## src/rtl/chip_dat_rx.sv

```systemverilog
// chip_dat_rx: CHIP_DAT pad receiver; packs data beats into FIFO-buffered words and holds commands in a one-entry register.
module chip_dat_rx #(
    parameter int CHIP_DAT_DW = 8,
    parameter int PACK = 4,
    parameter int FIFO_DEPTH = 4,
    localparam int WORD_DW = PACK * CHIP_DAT_DW
) (
    input  logic                   clk,
    input  logic                   rst_n,
    input  logic                   chip_dat_vld,
    input  logic                   chip_dat_lst,
    input  logic                   chip_dat_cmd,
    input  logic [CHIP_DAT_DW-1:0] chip_dat_dat,
    output logic                   chip_dat_rdy,
    output logic                   cmd_vld,
    output logic [CHIP_DAT_DW-1:0] cmd_dat,
    input  logic                   cmd_rdy,
    output logic                   wrd_vld,
    output logic [WORD_DW-1:0]     wrd_dat,
    output logic                   wrd_lst,
    input  logic                   wrd_rdy,
    output logic                   err
);
    localparam int BW = $clog2(PACK);
    localparam int AW = $clog2(FIFO_DEPTH);
    localparam int CW = AW + 1;
    localparam logic [BW-1:0] LAST_BEAT = BW'(PACK - 1);
    localparam logic [CW-1:0] FULL_CNT = CW'(FIFO_DEPTH);

    logic                   armed_q, armed_d;
    logic [BW-1:0]          beat_cnt_q, beat_cnt_d;
    logic [WORD_DW-1:0]     asm_q, asm_d, lane_dat;
    logic                   cmd_vld_q, cmd_vld_d;
    logic [CHIP_DAT_DW-1:0] cmd_dat_q, cmd_dat_d;
    logic                   err_q, err_d;
    logic [FIFO_DEPTH-1:0][WORD_DW-1:0] mem_q, mem_d;
    logic [FIFO_DEPTH-1:0]  lst_q, lst_d;
    logic [AW-1:0]          wr_ptr_q, wr_ptr_d, rd_ptr_q, rd_ptr_d;
    logic [CW-1:0]          cnt_q, cnt_d;
    logic                   fifo_full_q, fifo_full_d;
    logic                   acc, push, pop;

    assign chip_dat_rdy = armed_q && !fifo_full_q && !cmd_vld_q;
    assign acc          = chip_dat_vld && chip_dat_rdy;
    assign wrd_vld      = cnt_q != '0;
    assign pop          = wrd_vld && wrd_rdy;
    assign wrd_dat      = mem_q[rd_ptr_q];
    assign wrd_lst      = lst_q[rd_ptr_q];
    assign cmd_vld      = cmd_vld_q;
    assign cmd_dat      = cmd_dat_q;
    assign err          = err_q;

    always_comb begin
        armed_d    = 1'b1;
        beat_cnt_d = beat_cnt_q;
        asm_d      = asm_q;
        cmd_vld_d  = cmd_vld_q && !cmd_rdy;
        cmd_dat_d  = cmd_dat_q;
        err_d      = err_q;
        push       = 1'b0;
        lane_dat   = asm_q;
        for (int i = 0; i < PACK; i++)
            if (beat_cnt_q == BW'(i)) lane_dat[i*CHIP_DAT_DW +: CHIP_DAT_DW] = chip_dat_dat;
        if (acc && !chip_dat_cmd) begin
            push       = (beat_cnt_q == LAST_BEAT) || chip_dat_lst;
            beat_cnt_d = push ? '0 : beat_cnt_q + 1'b1;
            asm_d      = push ? '0 : lane_dat;
        end
        if (acc && chip_dat_cmd) begin
            cmd_vld_d  = 1'b1;
            cmd_dat_d  = chip_dat_dat;
            err_d      = err_q || (beat_cnt_q != '0);
            beat_cnt_d = '0;
            asm_d      = '0;
        end
        mem_d = mem_q;
        lst_d = lst_q;
        if (push) begin
            mem_d[wr_ptr_q] = lane_dat;
            lst_d[wr_ptr_q] = chip_dat_lst;
        end
        wr_ptr_d    = push ? wr_ptr_q + 1'b1 : wr_ptr_q;
        rd_ptr_d    = pop ? rd_ptr_q + 1'b1 : rd_ptr_q;
        cnt_d       = (push && !pop) ? cnt_q + 1'b1 : (pop && !push) ? cnt_q - 1'b1 : cnt_q;
        fifo_full_d = cnt_d == FULL_CNT;
    end

    always_ff @(posedge clk or negedge rst_n) begin
        if (!rst_n) begin
            armed_q     <= 1'b0;
            beat_cnt_q  <= '0;
            asm_q       <= '0;
            cmd_vld_q   <= 1'b0;
            cmd_dat_q   <= '0;
            err_q       <= 1'b0;
            mem_q       <= '0;
            lst_q       <= '0;
            wr_ptr_q    <= '0;
            rd_ptr_q    <= '0;
            cnt_q       <= '0;
            fifo_full_q <= 1'b0;
        end else begin
            armed_q     <= armed_d;
            beat_cnt_q  <= beat_cnt_d;
            asm_q       <= asm_d;
            cmd_vld_q   <= cmd_vld_d;
            cmd_dat_q   <= cmd_dat_d;
            err_q       <= err_d;
            mem_q       <= mem_d;
            lst_q       <= lst_d;
            wr_ptr_q    <= wr_ptr_d;
            rd_ptr_q    <= rd_ptr_d;
            cnt_q       <= cnt_d;
            fifo_full_q <= fifo_full_d;
        end
    end
endmodule

```

## config.mk

```make
export PLATFORM = sky130hd
export DESIGN_NAME = chip_dat_rx
export DESIGN_NICKNAME = d
export VERILOG_FILES = /design/src/rtl/chip_dat_rx.sv
export SDC_FILE = /design/constraint.sdc
export NUM_CORES = 1
export LEC_CHECK = 0
export ABC_AREA = 0
export ABC_CLOCK_PERIOD_IN_PS = 4000
export CORE_ASPECT_RATIO = 1.5
export CORE_MARGIN = 5
export CORE_UTILIZATION = 50
export DETAILED_ROUTE_END_ITERATION = 10
export HOLD_SLACK_MARGIN = 0.05
export PLACE_DENSITY_LB_ADDON = 0.12
export REMOVE_ABC_BUFFERS = 1
export SYNTH_ARGS = -nofsm -noshare
export SYNTH_HDL_FRONTEND = slang
export SYNTH_SLANG_ARGS = --single-unit
```

## constraint.sdc

```tcl
create_clock -name clk -period 4 [get_ports clk]
set_input_delay 0.8 -clock clk [delete_from_list [all_inputs] [get_ports clk]]
set_output_delay 0.8 -clock clk [all_outputs]
set_load 0.005 [all_outputs]
```

; ---- Yosys cells after proc, flatten, opt, wreduce, memory -nomap -nowiden
; Cells that the tools add are included.
; Widths: inputs -> output; s select.
[word_totals]
regBits = 185
input_bits = 15
out_inout_bits = 45
wordCells = 73
[classes]
addsub = 5
magnitude_cmp = 3
eq_ne = 4
muxes = 24
reduce_logical = 22
[op_table]
columns = op, n
row1 = $mux 32, 5
row2 = $bwmux 128, 1
row3 = $bmux 32 s2, 1
row4 = $demux 32 s2, 1
row5 = $mux 8, 4
row6 = $logic_and 1x1->1, 10
row7 = $add 2x1->2 const B, 3
row8 = $logic_not 1->1, 6
row9 = $lt 2x3->1 const B, 2
row10 = $mux 2, 3
row11 = $mux 3, 2
row12 = $bwmux 4, 1
row13 = $eq 2x2->1 const B, 2
row14 = $mux 1, 4
row15 = $reduce_bool 2->1, 2
row16 = $add 3x1->3 const B, 1
row17 = $eq 3x3->1 const B, 1
row18 = $reduce_bool 3->1, 1
row19 = $sub 3x1->3 const B, 1
row20 = $bmux 1 s2, 1
row21 = $demux 1 s2, 1
row22 = $eq 2x1->1 const B, 1
row23 = $ge 2x1->1 const B, 1
row24 = $logic_not 2->1, 1
row25 = $logic_or 1x1->1, 2

; ---- Logic depth before layout (Yosys ltp)
[logic_depth]
depth_word = 11
ltp_mapped = 8
mapped_depth_nobuf = 6

; ---- Least setup slack after synthesis
; No wires, ideal clock.
[synth_timing]
path_type = flip-flop to output port
from = register rd_ptr_q[0]
to = output port wrd_dat[10]
t_arrival_ns = 1.354
required_ns = 3.200
slack_ns = 1.846
stages_incl_launch_ff = 4
n_path_buf = 2
path_cell_list = dfrtp_1 -> buf_2 -> buf_2 -> mux4_2
[synth_between]
elab_chain_cells = 2
[synth_rtl]
columns = element, line
row1 = from (decl), 38  ; logic [AW-1:0] wr_ptr_q, wr_ptr_d, rd_ptr_q, rd_ptr_d;
row2 = from (signal assigned), 112  ; rd_ptr_q <= rd_ptr_d;
row3 = $bmux 32 s2, 47  ; assign wrd_dat = mem_q[rd_ptr_q];
row4 = $mux 32 (implied by the code), 47
row5 = to (decl), 19  ; output logic [WORD_DW-1:0] wrd_dat,
; Every way passes these cells. The select of a mux whose other input is x is not followed.

; ---- Final worst setup path
[layout_timing]
from = register rd_ptr_q[1]
to = output port wrd_dat[4]
; The elaborated chain is that of the path after synthesis.

==> impl_metrics.ini <==
[critical_path]
critPathMaxStageDelay_ps = 680
slowest_stage = dfrtp_1
crit_family = buffers and inverters
path_max_fanout = 26
cp-end-kind = primary output
startpoint_type = flip-flop
worstPathArrival_ps = 2270
path_cells = buf_12, mux4_2, clkdlybuf4s50_1
cp.required_ps = 3200
path_buf_inv = 2
critPathKind = flip-flop to primary output

[routing]
routed-wl-met3_um = 687
wl_per_cell_um = 22.0
wl_met1_um = 7230
initialDrtViolationCount = 179
wirelength_um = 17500
drc = 0
ant_nets = 0
avgViaCountPerCell = 5.75
top_layer = met4
wl_met2_um = 9220
first_pass_iters = 4
vias = 4584

[global_routing]
antenna_found_initial = 0
grt_usage = 0.198
grt_pass1_vias = 5171
grt_max_degree = 111
grt_pass1_wl_um = 28900
grt_overflow = 0

[sta]
rsz0062_at_grt = false
timing.final.ws_setup_ps = 934
finClkSkew_ps = 6.67
worst_pin_slew_ps = 1010
finalSetupViolCount = 0
finalCritPeriodShare = 0.767
period_needed_ps = 3070
hold_viol_final = 0
slew_headroom = 0.326
setup-tns-final_ps = 0
fmax_mhz = 326
final_max_slew_viol_count = 0

[clock_network]
clkLatencyLatePin_ps = 430
clock_sinks = 185
numCtsBuffers = 17
path_clk_slew_ps = 70
cts_resized = 0
htreeDepth = 4
postCtsSetupBuffers = 0
cts_root_buf = clkbuf_16
cts_tree = built
clockBufferDepth = 2
holdBufCountCts = 0

[pwr]
power_density_nw_per_um2 = 609
leakagePower_nw = 4.58
ir_drop_mv = 0.384

[synthesis]
synth-main-ff-cell = dfrtp_1
yosysTopAreaCell = dfrtp_1
synth_cell_types = 37
synth.cell_area_um2 = 8230
ys_seq_elements = 185
synth-edff-count = 0
postSynth.asyncResetShare = 1.00
netlist_instances = 516
ys_seq_area_frac = 0.563
yosys.area.top_type_share = 0.563
synth.area.top_cells = dfrtp_1, mux2_2, mux4_2
avgSynthCellArea_um2 = 15.9
yosys_warnings = 0

[floorplan]
start_util = 0.508
die_width_um = 115
rows = 57
core_area_um2 = 16200
die-height_um = 167
num_io_pins = 60
die-area_um2 = 19200

[layout]
layout-drive-gt1-share = 0.443
final_cell_area_um2 = 9660
fin_util = 0.597
fillers = 1279
multiInputGateArea_um2 = 3420
register_area_um2 = 4630
num_antenna_cells = 0
area_delta_synth_final_pct = 17.5
nets = 604

[place]
gp_congestion = 0.724
io_buffers = 59
dp_hpwl_um = 11200
place_area_um2 = 9080
dp_slack_ps = 1080

[hold_path]
hp-class = flip-flop to flip-flop

[run]
drv_cap = 0

[run_status]
status = complete, no violations
-- where the power goes --
part | internal, mW | switching, mW | leakage [nW]
Sequential | 2.26 | 0.233 | 2.50
Combinational | 0.998 | 0.730 | 1.79
Clock | 0.949 | 0.707 | 0.282
Total | 4.21 | 1.67 | 4.58
-- worst paths after layout --
path                               startpoint          to  slack, ps  depth (start not counted)
worst max-delay path              rd_ptr_q[1]  wrd_dat[4]        930                          3
worst max register to register  beat_cnt_q[0]   mem_q[40]       1410                          6
worst min register to register      asm_q[31]   asm_q[31]        490                          1
worst min-delay path                asm_q[31]   asm_q[31]        490                          1
max in group asynchronous               rst_n   mem_q[90]       2610                          2
min in group asynchronous               rst_n   mem_q[39]        500                          1
-- cells by family (layout without fill, tap and decap cells) --
family,count (synthesis),in the layout,share of synthesized area
adders and majority gates,11,11,0.0167
and+or+nand+nor,33,33,0.0263
AOI/OAI and AO/OA,39,39,0.0417
other,1,1,0.000456
xor gates and xnor gates,4,4,0.00426
muxes,205,205,0.326
buffers and inverters,38,113,0.0219
DFF,185,185,0.563
-- layout make-up --
cell class	count	share of cell area
sequential	185	0.479
clock inverter	12	0.0129
inverter	8	0.00311
timing repair buffer	73	0.0773
tap	206	0.0267
clock buffer	20	0.0473
multi-input combinational	293	0.353
-- synth_stat cells (4+ instances only) --
cell / count
buf_2: 18
mux2_2: 172
dfrtp_1: 185
ha_1: 11
o21ai_0: 4
nor2b_1: 9
nand2_2: 4
mux4_2: 33
inv_1: 8
nand2_1: 7
a22o_1: 24
clkbuf_1: 7
-- placed cells by master, fill, tap and decap left out, types with 2 or more instances in the layout --
master and instances:
dfrtp_1 184, mux2_2 172, clkdlybuf4s50_1 58, mux4_2 33, a22o_1 24, clkbuf_16 17
ha_1 11, buf_4 10, nor2b_1 9, inv_1 8, nand2_1 7, clkinv_2 5
o21ai_0 4, nand2_2 4, buf_12 4, xnor2_1 3, nor2_1 3, clkinvlp_4 3
nor3_1 2, and2_1 2, clkinv_4 2, clkbuf_8 2, bufinv_16 2
-- worst reg2reg max path, cell delays in order (launching register included) --
cell and delay (ps):
dfrtp_1 380, ha_1 670, o21bai_4 190, nor2_4 240
nand2_2 380, buf_12 310, mux2_2 300
-- layer usage --
| layer | vias up | global-route usage |
|---|---|---|
| li1 | 2020 | - |
| met1 | 2449 | 0.257 |
| met2 | 89 | 0.326 |
| met3 | 26 | 0.0472 |
| met4 | 0 | 0.0669 |
| met5 | - | 0 |
-- registers in the layout, summed over array words and instances (netlist names) --
register,cells
mem_q,128
asm_q,32
cmd_dat,8
lst_q,4
cnt_q,3
beat_cnt_q,2
rd_ptr_q,2
wr_ptr_q,2
armed_q,1
cmd_vld,1
err,1
fifo_full_q,1
-- through the flow --
stage	cells	hold WS, ps	power, mW
finish	797	493	5.88
global route	797	513	6.20
CTS	797	493	5.96
detailed placement	765	469	4.29
global placement	765	461	4.20
floorplan	486	460	3.53
Power figures use the tool's default switching activity.
